### config.mk
export PLATFORM = sky130hd
export DESIGN_NAME = square_iterate
export DESIGN_NICKNAME = d
export VERILOG_FILES = /design/src/rtl/square_iterate.sv
export SDC_FILE = /design/constraint.sdc
export NUM_CORES = 1
export LEC_CHECK = 0
export ABC_AREA = 1
export CAP_MARGIN = 30
export CORE_MARGIN = 2
export CORE_UTILIZATION = 30
export DETAILED_ROUTE_END_ITERATION = 6
export SYNTH_ARGS = -nofsm -noshare
export SYNTH_HDL_FRONTEND = slang
export SYNTH_SLANG_ARGS = --single-unit
### constraint.sdc
create_clock -name clk -period 6.1 [get_ports clk]
set_input_delay 1.22 -clock clk [delete_from_list [all_inputs] [get_ports clk]]
set_output_delay 1.22 -clock clk [all_outputs]
set_load 0.01 [all_outputs]
### src/rtl/square_iterate.sv
// square_iterate: multi-cycle FP16 squarer on the unpacked datapath format.
// Shift-add multiply (one partial product per cycle), then normalise, round-to-nearest-even and range-check.
`default_nettype none

module square_iterate #(
  parameter int MANT_W  = 11,
  parameter int EXP_W   = 7,
  parameter int EXP_MAX = 15,
  parameter int EXP_MIN = -14
) (
  input  logic              clk,
  input  logic              rst_n,
  input  logic              enable,
  input  logic              in_valid,
  output logic              in_ready,
  input  logic              is_nan_in,
  input  logic              is_pinf_in,
  input  logic              is_ninf_in,
  input  logic              sign_in,
  input  logic [EXP_W-1:0]  exp_in,
  input  logic [MANT_W-1:0] mant_in,
  output logic              out_valid,
  output logic              sign_out,
  output logic [EXP_W-1:0]  exp_out,
  output logic [MANT_W-1:0] mant_out,
  output logic              is_nan_out,
  output logic              is_pinf_out
);

  localparam int ACC_W = 2 * MANT_W;
  localparam int CNT_W = $clog2(MANT_W);
  localparam int EW    = EXP_W + 3;

  localparam logic signed [EW-1:0] E_HI     = EW'(EXP_MAX);
  localparam logic signed [EW-1:0] E_LO     = EW'(EXP_MIN);
  localparam logic [EXP_W-1:0]     EXP_INF  = EXP_W'(EXP_MAX + 1);
  localparam logic [EXP_W-1:0]     EXP_ZERO = EXP_W'(EXP_MIN - 1);
  localparam logic [MANT_W-1:0]    MANT_NAN = {2'b11, {(MANT_W-2){1'b0}}};
  localparam logic [MANT_W-1:0]    MANT_ONE = {1'b1, {(MANT_W-1){1'b0}}};
  localparam logic [CNT_W-1:0]     LAST     = CNT_W'(MANT_W - 1);

  typedef enum logic [2:0] {
    IDLE = 3'd0,
    SPEC = 3'd1,
    ITER = 3'd2,
    NORM = 3'd3,
    DONE = 3'd4
  } state_t;

  state_t state, next_state;

  logic              accept;
  logic              special_in;
  logic [CNT_W-1:0]  k;
  logic [ACC_W-1:0]  acc;
  logic [MANT_W-1:0] op_mant;
  logic [EXP_W-1:0]  op_exp;
  logic              op_nan;
  logic              op_inf;

  // Sign of the operand never reaches the result (x*x >= 0).
  logic unused_sign;
  assign unused_sign = sign_in;

  assign in_ready   = enable && (state == IDLE);
  assign accept     = in_valid && in_ready;
  assign special_in = is_nan_in || is_pinf_in || is_ninf_in ||
                      ((exp_in == EXP_ZERO) && (mant_in == '0));

  always_ff @(posedge clk or negedge rst_n) begin
    if (!rst_n) begin
      state <= IDLE;
    end else if (!enable) begin
      state <= IDLE;
    end else begin
      state <= next_state;
    end
  end

  always_comb begin
    next_state = state;
    case (state)
      IDLE: if (accept) next_state = special_in ? SPEC : ITER;
      SPEC: next_state = DONE;
      ITER: if (k == LAST) next_state = NORM;
      NORM: next_state = DONE;
      DONE: next_state = IDLE;
      default: next_state = IDLE;
    endcase
  end

  always_ff @(posedge clk or negedge rst_n) begin
    if (!rst_n) begin
      k       <= '0;
      acc     <= '0;
      op_mant <= '0;
      op_exp  <= '0;
      op_nan  <= 1'b0;
      op_inf  <= 1'b0;
    end else if (!enable) begin
      k       <= '0;
      acc     <= '0;
      op_mant <= '0;
      op_exp  <= '0;
      op_nan  <= 1'b0;
      op_inf  <= 1'b0;
    end else if (accept) begin
      k       <= '0;
      acc     <= '0;
      op_mant <= mant_in;
      op_exp  <= exp_in;
      op_nan  <= is_nan_in;
      op_inf  <= is_pinf_in || is_ninf_in;
    end else if (state == ITER) begin
      if (op_mant[k]) acc <= acc + (ACC_W'(op_mant) << k);
      k <= k + 1'b1;
    end
  end

  // Normalisation: product of two [1,2) mantissas lies in [1,4).
  logic              top;
  logic [MANT_W-1:0] keep;
  logic              rnd_lsb;
  logic              half;
  logic              sticky;
  logic              round_up;
  logic [MANT_W:0]   keep_rnd;
  logic [MANT_W-1:0] mant_n;
  logic [EXP_W:0]    e2;
  logic signed [EW-1:0] e_fin;
  logic              ovf;
  logic              unf;

  always_comb begin
    top      = acc[ACC_W-1];
    e2       = {op_exp, 1'b0};
    keep     = top ? acc[ACC_W-1 -: MANT_W] : acc[ACC_W-2 -: MANT_W];
    rnd_lsb  = top ? acc[MANT_W]   : acc[MANT_W-1];
    half     = top ? acc[MANT_W-1] : acc[MANT_W-2];
    sticky   = top ? (|acc[MANT_W-2:0]) : (|acc[MANT_W-3:0]);
    round_up = half && (sticky || rnd_lsb);
    keep_rnd = {1'b0, keep} + {{MANT_W{1'b0}}, round_up};
    mant_n   = keep_rnd[MANT_W] ? MANT_ONE : keep_rnd[MANT_W-1:0];
    e_fin    = {{2{e2[EXP_W]}}, e2} + EW'(top) + EW'(keep_rnd[MANT_W]);
    ovf      = e_fin > E_HI;
    unf      = e_fin < E_LO;
  end

  always_ff @(posedge clk or negedge rst_n) begin
    if (!rst_n) begin
      out_valid   <= 1'b0;
      sign_out    <= 1'b0;
      exp_out     <= '0;
      mant_out    <= '0;
      is_nan_out  <= 1'b0;
      is_pinf_out <= 1'b0;
    end else if (!enable) begin
      out_valid   <= 1'b0;
      sign_out    <= 1'b0;
      exp_out     <= '0;
      mant_out    <= '0;
      is_nan_out  <= 1'b0;
      is_pinf_out <= 1'b0;
    end else begin
      out_valid <= 1'b0;
      if (state == SPEC) begin
        out_valid   <= 1'b1;
        sign_out    <= 1'b0;
        is_nan_out  <= op_nan;
        is_pinf_out <= !op_nan && op_inf;
        exp_out     <= (op_nan || op_inf) ? EXP_INF : EXP_ZERO;
        mant_out    <= op_nan ? MANT_NAN : '0;
      end else if (state == NORM) begin
        out_valid   <= 1'b1;
        sign_out    <= 1'b0;
        is_nan_out  <= 1'b0;
        is_pinf_out <= ovf;
        exp_out     <= ovf ? EXP_INF : (unf ? EXP_ZERO : e_fin[EXP_W-1:0]);
        mant_out    <= (ovf || unf) ? '0 : mant_n;
      end
    end
  end

endmodule

`default_nettype wire

# Word-level counts from Yosys, hierarchy flattened
# Cells that the tools add are included.
# totals
regBits	71
latchBits	0
ramBits	0
rom_bits	0
inputBits	26
elab_cells	102
memories	0
# op_classes
addsub	5
multipliers	0
div	0
magnitude_cmp	3
eq_ne	11
shift	1
mux	49
bitwise	0
reduce_logical	20
# op_table
operator	n
$mux W11	9
$mux W22	4
$mux W7	8
$add A22 B22 Y22	1
$shl A11 B4 Y22	1
$mux W1	19
$add A11 B1 Y12	1
$mux W4	3
$logic_not A11 Y1	1
$add A9 B2 Y10	1
$gt A10 B5 Y1 const B	1
$lt A10 B5 Y1 const B	1
$reduce_or A10 Y1	1
$add A8 B2 Y9	1
$mux W3	3
$ne A3 B1 Y1 const B	3
$pmux W3 S3	1
$reduce_or A9 Y1	1
$eq A7 B7 Y1 const B	1
$logic_or A1 B1 Y1	7
$eq A3 B2 Y1 const B	2
$ne A3 B3 Y1 const B	2
$logic_and A1 B1 Y1	5
$lt A4 B5 Y1 const B	1
10 further kinds	11

# Longest topological paths before layout
# Gate-level depths: netlist of the first run.
# logic_depth
word_depth	12
ltp_mapped	23
mapped_depth_nobuf	21

# Worst setup path after synthesis of the first run
# No wires, ideal clock.
# synth_path
path_type	input port to output port
startpoint	input port enable
endpoint	output port in_ready
arrival_ns	1.693
t_required_ns	4.880
slack_ns	3.187
stages	3
cell_sequence	inv_2 nor2_4 clkbuf_1
# synth_via
elab_chain_len	1
# synth_lines
element	line	text
start, declared	13	input logic enable,
$logic_and A1 B1 Y1	65	assign in_ready = enable && (state == IDLE);
end, declared	15	output logic in_ready,
# Every way passes these cells.

# Worst setup path in the final report of the first run
# Ends and elaborated chain as after synthesis.

==> results of run 1 <==
[stage by stage]
step                      utilization [%]  instance area [um^2]  worst slack, ns
after global routing                 35.8                  6430             1.93
after CTS                            35.6                  6400             2.01
after floorplan                         -                  5510             3.19
after detailed placement             34.0                  6110             2.02
final                                35.8                  6430             2.03
after global placement               34.0                  6110             2.02
[placed cells by master, fill, tap and decap left out, types with 9 or more instances in the layout]
cell and n:
nand2_1 264, inv_1 87, nor2_1 73, dfrtp_1 70
o21ai_0 61, nand3_1 57, clkdlybuf4s50_1 45, a21oi_1 29
ha_1 27, o21ai_1 12, xor2_1 10, xnor2_1 10
clkbuf_16 9
[flip-flops by register name, summed over array words and instances (netlist names)]
register and count:
is_pinf_out 1, k 4, op_mant 11, acc 22
out_valid 1, op_exp 7, op_nan 1, op_inf 1
is_nan_out 1, mant_out 11, state 3, exp_out 7
[where the power goes]
part           internal [mW]  switching (mW)  total [mW]
logic                  0.116           0.191       0.306
registers              0.499          0.0312       0.530
clock network          0.318           0.221       0.538
[layer usage]
layer	track usage [%]	vias up
met3	1.75	12
li1	-	2749
met4	6.22	0
met1	20.1	2378
met5	0	-
met2	25.1	70
[layout make-up]
class	count	area (um^2)	area share, %
inverter	98	374	5.82
clock inverter	5	58.8	0.915
sequential	70	1750	27.2
timing repair buffer	48	493	7.67
multi-input combinational	630	3230	50.3
tap	229	287	4.46
clock buffer	11	233	3.62
[path summary, 6_finish.rpt]
check,startpoint,to,cells after the start
min in group asynchronous,rst_n,acc[7],1
worst max register to register,k[0],acc[13],15
worst max-delay path,enable,in_ready,4
max in group asynchronous,rst_n,mant_out[2],2
worst min-delay path,exp_out[6],exp_out[6],2
worst min register to register,exp_out[6],exp_out[6],2
[cell families after synthesis]
logic type               synth area share [%]
flip-flops                               31.8
AND/OR/NAND/NOR                          33.9
multiplexers                            0.363
adder cells (fa/ha/maj)                  6.50
XOR/XNOR                                 3.18
buffers and inverters                    9.52
AO/OA/AOI/OAI                            14.6
other                                  0.0681
[worst min-delay path: stages (launching register included)]
cell,delay (ns)
dfrtp_1,0.34
nand2_1,0.05
nand2_1,0.05
==> flow_metrics.env, run 1 <==
export IMPL_cts_sinks=70
export IMPL_syn_avg_cell_area_um2=6.69
export IMPL_hpwl_um=10700
export IMPL_drv_cap=0
export IMPL_viasPerCell=4.77
export IMPL_fin_nets=911
export IMPL_diodes=0
export IMPL_die_w_um=139
export IMPL_critical_path_top_delay_family="buffers and inverters"
export IMPL_clk_pin_slew_worst_paths_ns=0.06
export IMPL_fin_crit_ns=4.07
export IMPL_synth_area_mm2=0.00551
export IMPL_highest_layer="met4"
export IMPL_synth_top_cell_by_area="dfrtp_1"
export IMPL_clockBufferDepth=2
export IMPL_rows=49
export IMPL_instances_no_fill=1091
export IMPL_ys_seq_area_share_pct=31.8
export IMPL_core_area_mm2=0.0180
export IMPL_synth_distinct_cells=44
export IMPL_synth_top_area_share_pct=31.8
export IMPL_die_area_mm2=0.0195
export IMPL_finalSetupViolCount=0
export IMPL_yosys_warnings=0
export IMPL_cts_setup_buffers=0
export IMPL_cp_data_arrival_time_ns=2.85
export IMPL_crit_buf_inv=3
export IMPL_place_congestion=0.846
export IMPL_finalMaxSlewViolations=0
export IMPL_rsz0062_at_grt="no"
export IMPL_fin_skew_ns=0.00924
export IMPL_first_global_vias=4956
export IMPL_grt_max_degree=71
export IMPL_synthToLayoutAreaGrowth_pct=16.7
export IMPL_hold_buffers=0
export IMPL_wirelength_um=14100
export IMPL_cts_made_buffers=9
export IMPL_worst_slew_pin_slew_ns=0.750
export IMPL_powerDensity_mw_per_mm2=214
export IMPL_slowest_delay_ns=0.62
export IMPL_crit_path_top_delay_cell="clkdlybuf4s50_1"
export IMPL_finalHoldViolations=0
export IMPL_cp_end_kind="output port"
export IMPL_vias=5209
export IMPL_die_y_um=139
export IMPL_cp_common_cell="clkdlybuf4s50_1"
export IMPL_synth_most_common_cell="nand2_1"
export IMPL_reg2reg_slack_ns=2.70
export IMPL_start_util_pct=30.7
export IMPL_io_buffer_count=46
export IMPL_setup_tns_ns=0
export IMPL_drc=0
export IMPL_synth_edf_count=0
export IMPL_drt_iter0_drc=268
export IMPL_slew_headroom_pct=49.9
export IMPL_clk_latency_ns=0.35
export IMPL_ctsResizeCount=0
export IMPL_dp_cells=1074
export IMPL_synth_area_top_cells="dfrtp_1 (32%), nand2_1 (18%), ha_1 (6.1%)"
export IMPL_drive_gt1_share_pct=6.38
export IMPL_synthCells=823
export IMPL_synth_seq_cells=70
export IMPL_cp_cell_sequence="clkdlybuf4s50_1 -> inv_2 -> nor2_4 -> clkdlybuf4s50_1"
export IMPL_required_ns=4.88
export IMPL_holdWs_ns=0.476
export IMPL_dr_wl_met3_um=364
export IMPL_drt_wirelength_per_cell_um=12.9
export IMPL_synth_common_cells="nand2_1 (264), inv_1 (87), nor2_1 (73), dfrtp_1 (70), o21ai_0 (61)"
export IMPL_total_power_mw=1.37
export IMPL_num_fill_cells=1940
export IMPL_globalRouteOverflowTotal=0
export IMPL_status="completed"
export IMPL_cts_tree="built"
export IMPL_ios=49
export IMPL_ir_drop_uv=123
export IMPL_grtUsageTotal_pct=15.1
export IMPL_grt_pass1_wl_um=23900
export IMPL_async_flop_share_pct=100
export IMPL_wl_met2_um=6630
export IMPL_hold_class="register to register"
export IMPL_post_route_period_util_pct=66.7
export IMPL_drtPass1Iterations=4
export IMPL_cp_max_fo=12
export IMPL_cts_root_buffer="clkbuf_16"
export IMPL_max_freq_ghz=0.246
export IMPL_routedLengthMet1_um=6820
export IMPL_htreeDepth=3
export IMPL_synth_nets=877
export IMPL_synthFlopType="dfrtp_1"
export IMPL_p_leak_nw=3.12
export IMPL_cp_start_kind="input port"
export IMPL_antenna_left=0
export IMPL_antenna_found_initial=0
export IMPL_critical_path_class="input port to output port"
No activity file was read; power rests on OpenSTA's default activity.
==> inputs of run 2 (changes only) <==
==> constraint.sdc (replaced) <==
create_clock -name clk -period 3.9 [get_ports clk]
set_input_delay 0.78 -clock clk [delete_from_list [all_inputs] [get_ports clk]]
set_output_delay 0.78 -clock clk [all_outputs]
set_load 0.01 [all_outputs]
==> run 2 against run 1 <==
  * Critical path depth is 15 higher
  * Clock power grew 79%
  * Sequential power grew 56%
  * Combinational power rose by 57%
  * Wire length increased by 1.1%
  * Global-route usage increased by 0.096 points
  * Power is 65% higher
  * Worst hold slack about the same
  * First-iteration DRC count is 29% higher
  * Clock skew is 0.0040 ns lower
  * Sequential share of layout area is 0.18 points lower
  * Critical path type is now register to register
==> flow_metrics.env, run 2 (synthesis results as in run 1) <==
export IMPL_largestRegisters="acc: 22 flops, mant_out: 11 flops, op_mant: 11 flops"
export IMPL_fin_ws_ns=0.580
export IMPL_drc=0
export IMPL_max_freq_ghz=0.301
export IMPL_crit_path_top_delay_cell="dfrtp_1"
export IMPL_die_y_um=139
export IMPL_setup_tns_ns=0
export IMPL_cp_common_cell="nand2_1"
export IMPL_layout_common_cells="nand2_1 (264), inv_1 (87), nor2_1 (73)"
export IMPL_pre_cts_slack_ns=0.540
export IMPL_powerDensity_mw_per_mm2=351
export IMPL_cts_sinks=70
export IMPL_drv_cap=0
export IMPL_synthToLayoutAreaGrowth_pct=17.5
export IMPL_worst_slew_pin_slew_ns=0.936
export IMPL_drtPass1Iterations=5
export IMPL_io_buffer_count=46
export IMPL_die_area_mm2=0.0195
export IMPL_core_area_mm2=0.0180
export IMPL_crit_buf_inv=2
export IMPL_critical_path_class="register to register"
export IMPL_globalRouteOverflowTotal=0
export IMPL_wirelength_um=14200
export IMPL_num_fill_cells=1991
export IMPL_critical_path_top_delay_family="simple AND/OR/NAND/NOR gates"
export IMPL_antenna_found_initial=0
export IMPL_ctsResizeCount=0
export IMPL_drive_gt1_share_pct=6.60
export IMPL_fin_skew_ns=0.00528
export IMPL_grt_max_degree=71
export IMPL_fin_crit_ns=3.32
export IMPL_cts_made_buffers=9
export IMPL_regArea_mm2=0.00175
export IMPL_clk_pin_slew_worst_paths_ns=0.06
export IMPL_cp_start_kind="register"
export IMPL_largest_register="acc"
export IMPL_finalHoldViolations=0
export IMPL_cp_max_fo=19
export IMPL_rows=49
export IMPL_ios=49
export IMPL_htreeDepth=3
export IMPL_vias=5267
export IMPL_viasPerCell=4.82
export IMPL_die_w_um=139
export IMPL_required_ns=4.17
export IMPL_cp_cell_sequence="inv_4 -> nand2_1 -> and2_1 -> nand2_1 -> nor2_4 -> nand3_2 -> nor2_1 -> ha_1 -> ha_1 -> nand3_1 -> o21ai_0 -> nand2_1 -> nor2_1 -> nand2_1 -> nand2_1 -> nand2_2 -> clkinv_2 -> nand2_4 -> o21ai_2"
export IMPL_drt_wirelength_per_cell_um=13.0
export IMPL_cp_end_kind="register"
export IMPL_fin_nets=913
export IMPL_post_route_period_util_pct=85.1
export IMPL_drt_iter0_drc=347
export IMPL_cts_tree="built"
export IMPL_finalSetupViolCount=0
export IMPL_hold_class="register to register"
export IMPL_ir_drop_uv=182
export IMPL_slowest_delay_ns=0.73
export IMPL_cts_root_buffer="clkbuf_16"
export IMPL_diodes=0
export IMPL_clockBufferDepth=2
export IMPL_p_leak_nw=3.15
export IMPL_largest_reg_flops=22
export IMPL_finalMaxSlewViolations=0
export IMPL_clk_latency_ns=0.34
export IMPL_grtUsageTotal_pct=15.2
export IMPL_multi_input_area_mm2=0.00323
export IMPL_cp_data_arrival_time_ns=3.59
export IMPL_antenna_left=0
export IMPL_status="completed"
export IMPL_slew_headroom_pct=37.6
export IMPL_rsz0062_at_grt="no"
export IMPL_place_congestion=0.865
export IMPL_first_global_vias=4963
export IMPL_hpwl_um=10800
export IMPL_hold_buffers=0
export IMPL_grt_pass1_wl_um=24100
export IMPL_cts_setup_buffers=0
export IMPL_start_util_pct=30.7
export IMPL_layout_commonest_cell="nand2_1"
[run 2: changes by cell type in the layout (fill, tap and decap cells not counted), sizes merged]
cell      delta
buf          +2
bufinv       +2
clkinvlp     -1
clkinv       -1
[run 2: final cells by class]
cell class	count	area share, %
clock inverters	5	1.64
flip-flops and latches	70	27.1
inverters	98	5.78
well taps	229	4.43
repair buffers	50	7.54
clock buffers	11	3.60
multi-input cells	630	49.9
[run 2: power breakdown]
| group | internal [mW] | switching (mW) | total [mW] |
|---|---|---|---|
| clock network | 0.628 | 0.337 | 0.965 |
| logic | 0.180 | 0.299 | 0.479 |
| registers | 0.781 | 0.0477 | 0.829 |
[run 2: worst paths after layout]
check                                   end  depth (start not counted)  slack [ns]         from
worst max-delay path            mant_out[4]                         19        0.58      acc[21]
worst min-delay path            is_pinf_out                          2        0.48  is_pinf_out
worst max register to register  mant_out[4]                         19        0.58      acc[21]
worst min register to register  is_pinf_out                          2        0.48  is_pinf_out
max in group asynchronous        exp_out[3]                          1        2.71        rst_n
min in group asynchronous           acc[10]                          1        0.52        rst_n
[run 2: through the flow]
| step | hold WS [ns] | instances | area [um^2] | utilization [%] | power, mW |
|---|---|---|---|---|---|
| floorplan | 0.475 | 823 | 5510 | - | 1.16 |
| global placement | 0.462 | 1077 | 6130 | 34.1 | 1.32 |
| detailed placement | 0.466 | 1077 | 6130 | 34.1 | 1.32 |
| CTS | 0.482 | 1093 | 6470 | 36.0 | 2.30 |
| global route | 0.501 | 1093 | 6470 | 36.0 | 2.39 |
| finish | 0.477 | 1093 | 6470 | 36.0 | 2.27 |
[run 2: layer usage]
layer | global-route usage [%] | up-vias | part of all wire (%)
li1 | - | 2763 | -
met3 | 2.34 | 17 | 3.0
met2 | 24.4 | 94 | 46
met4 | 6.38 | 0 | 2.3
met1 | 20.6 | 2393 | 49
met5 | 0 | - | 0
[run 2: worst reg2reg max path, stage by stage, from the launching register on]
cell and delay (ns):
dfrtp_1 0.73, inv_4 0.19, nand2_1 0.12, and2_1 0.15, nand2_1 0.09, nor2_4 0.17, nand3_2 0.12, nor2_1 0.12
ha_1 0.28, ha_1 0.20, nand3_1 0.11, o21ai_0 0.16, nand2_1 0.10, nor2_1 0.11, nand2_1 0.09, nand2_1 0.11
nand2_2 0.10, clkinv_2 0.09, nand2_4 0.08, o21ai_2 0.11
==> inputs of run 3 (changes only) <==
--- a/config.mk
+++ b/config.mk
@@ -10,6 +10,7 @@
 export CORE_MARGIN = 2
 export CORE_UTILIZATION = 30
 export DETAILED_ROUTE_END_ITERATION = 6
+export GPL_ROUTABILITY_DRIVEN = 0
 export SYNTH_ARGS = -nofsm -noshare
 export SYNTH_HDL_FRONTEND = slang
 export SYNTH_SLANG_ARGS = --single-unit
==> run 3 against run 2 <==
  * Maximum frequency decreased by 1.1%
  * Sequential power about the same
  * Sequential share of layout area increased by 0.26 points
  * Power decreased by 7.0%
  * Via count decreased by 1.1%
  * Die area unchanged
  * Worst hold slack improved by 0.0032 ns
  * Core utilization decreased by 0.35 points
  * Wire length decreased by 1.6%
  * Critical path depth decreased by 4
  * Highest routed layer unchanged
==> flow_metrics.env, run 3 (synthesis results as in run 1) <==
export IMPL_status="completed"
export IMPL_viasPerCell=4.77
export IMPL_slowest_delay_ns=0.70
export IMPL_drt_wirelength_per_cell_um=12.8
export IMPL_post_route_period_util_pct=86.1
export IMPL_clk_latency_ns=0.35
export IMPL_hold_buffers=0
export IMPL_wirelength_um=14000
export IMPL_grtUsageTotal_pct=14.8
export IMPL_multi_input_area_mm2=0.00323
export IMPL_max_freq_ghz=0.298
export IMPL_power_frac_comb_pct=22.7
export IMPL_fin_nets=912
export IMPL_cts_made_buffers=9
export IMPL_cts_sinks=70
export IMPL_post_route_util_pct=35.7
export IMPL_fin_skew_ns=0.00728
export IMPL_cp_data_arrival_time_ns=3.59
export IMPL_reg2reg_slack_ns=0.54
export IMPL_synthToLayoutAreaGrowth_pct=16.4
export IMPL_grt_pass1_wl_um=23300
export IMPL_drc=0
export IMPL_cts_root_buffer="clkbuf_16"
export IMPL_powerDensity_mw_per_mm2=330
export IMPL_finalHoldViolations=0
export IMPL_holdWs_ns=0.480
export IMPL_dpl_instance_area_mm2=0.00612
export IMPL_globalRouteOverflowTotal=0
export IMPL_drt_iter0_drc=303
export IMPL_reg2reg_depth=15
export IMPL_largest_reg_flops=22
export IMPL_antenna_found_initial=0
export IMPL_cp_cell_sequence="inv_2 -> nand2_1 -> and2_1 -> nand2_1 -> o21ai_0 -> nor2_1 -> a31oi_1 -> mux2i_1 -> ha_1 -> a21oi_1 -> a21boi_0 -> nand2_1 -> a21oi_1 -> xor2_1 -> o21ai_1"
export IMPL_finalSetupViolCount=0
export IMPL_cts_setup_buffers=0
export IMPL_clockPowerShare_pct=38.1
export IMPL_core_area_mm2=0.0180
export IMPL_p_int_mw=1.41
export IMPL_num_fill_cells=1948
export IMPL_rows=49
export IMPL_first_global_vias=4949
export IMPL_required_ns=4.13
export IMPL_ir_drop_uv=183
export IMPL_ctsResizeCount=0
export IMPL_drv_cap=0
export IMPL_pwr_share_seq_pct=39.2
export IMPL_io_buffer_count=46
export IMPL_cp_common_cell="nand2_1"
export IMPL_holdPathEnd="mant_out[10]"
export IMPL_largestRegisters="acc: 22 flops, mant_out: 11 flops, op_mant: 11 flops"
export IMPL_critical_path_top_delay_family="compound AO/OA/AOI/OAI gates"
export IMPL_instances_no_fill=1092
export IMPL_crit_path_top_delay_cell="dfrtp_1"
export IMPL_rsz0062_at_grt="no"
export IMPL_cp_end_kind="register"
export IMPL_p_sw_uw=700
export IMPL_hpwl_um=10700
export IMPL_finalMaxSlewViolations=0
export IMPL_regArea_mm2=0.00175
export IMPL_ios=49
export IMPL_p_sw_share_pct=33.1
export IMPL_rr_startpoint="k[0]"
export IMPL_antenna_left=0
export IMPL_dp_cells=1076
export IMPL_diodes=0
export IMPL_fin_crit_ns=3.36
export IMPL_drtPass1Iterations=4
export IMPL_die_y_um=139
export IMPL_holdPathStages=2
export IMPL_cts_tree="built"
export IMPL_clockBufferDepth=2
export IMPL_rr_endpoint="acc[13]"
export IMPL_layout_common_cells="nand2_1 (264), inv_1 (87), nor2_1 (73)"
export IMPL_p_leak_nw=3.13
export IMPL_die_area_mm2=0.0195
export IMPL_htreeDepth=3
export IMPL_grt_max_degree=71
export IMPL_start_util_pct=30.7
export IMPL_setup_tns_ns=0
export IMPL_cp_max_fo=20
export IMPL_die_w_um=139
export IMPL_cp_start_kind="register"
export IMPL_largest_register="acc"
export IMPL_final_cell_area_mm2=0.00641
export IMPL_vias=5207
export IMPL_layout_commonest_cell="nand2_1"
export IMPL_crit_buf_inv=1
export IMPL_slew_headroom_pct=39.0
export IMPL_hold_class="register to register"
export IMPL_worstHoldStart="mant_out[10]"
export IMPL_worst_slew_pin_slew_ns=0.915
export IMPL_drive_gt1_share_pct=6.72
export IMPL_critical_path_class="register to register"
export IMPL_clk_pin_slew_worst_paths_ns=0.06
==> run 3: cell types whose count changed in the layout (fill, tap and decap cells not counted), sizes merged <==
cell and delta:
bufinv -3, clkbuf -1, buf -1, clkinvlp -1, clkinv +4, inv +1
==> run 3: power by group through the flow <==
stage | clock network (mW) | logic, mW | registers, mW
after floorplan | 0 | 0.334 | 0.831
after detailed placement | 0 | 0.481 | 0.841
after global placement | 0 | 0.477 | 0.841
after CTS | 0.824 | 0.484 | 0.828
final | 0.806 | 0.479 | 0.828
after global routing | 0.853 | 0.542 | 0.837
==> run 3: stage by stage <==
stage	power (mW)	setup WS [ns]
floorplan	1.16	1.25
global placement	1.32	0.522
detailed placement	1.32	0.536
CTS	2.14	0.523
global route	2.23	0.149
finish	2.11	0.543
==> run 3: routing by layer <==
metal  track usage [%]  vias to the layer above  share of wire (%)
li1                  -                     2749                  -
met1              19.3                     2374                 48
met2              24.7                       69                 47
met3              2.89                       15                3.2
met4              4.68                        0                1.7
met5                 0                        -                  0
==> run 3: cell type report <==
| type | instances | share of cell area, % |
|---|---|---|
| clock buffer | 10 | 3.73 |
| inverter | 98 | 5.84 |
| timing repair buffer | 49 | 7.50 |
| tap | 229 | 4.47 |
| clock inverter | 6 | 0.703 |
| multi-input combinational | 630 | 50.4 |
| sequential | 70 | 27.3 |
==> run 3: how the worst max path moves through the flow <==
stage             from     endpoint  slack, ns  depth (start not counted)
3_5_place_dp    enable      acc[17]       0.54                         11
3_3_place_gp    enable      acc[17]       0.52                         11
2_1_floorplan     k[0]      acc[18]       1.25                         19
6_report          k[0]      acc[13]       0.54                         15
5_1_grt        acc[21]  mant_out[2]       0.15                         19
4_1_cts        acc[21]  mant_out[3]       0.52                         18
==> run 3: worst min-delay path: stages (launching register included) <==
cell and delay (ns):
dfrtp_1 0.34, nand2_1 0.06, nand2_1 0.05
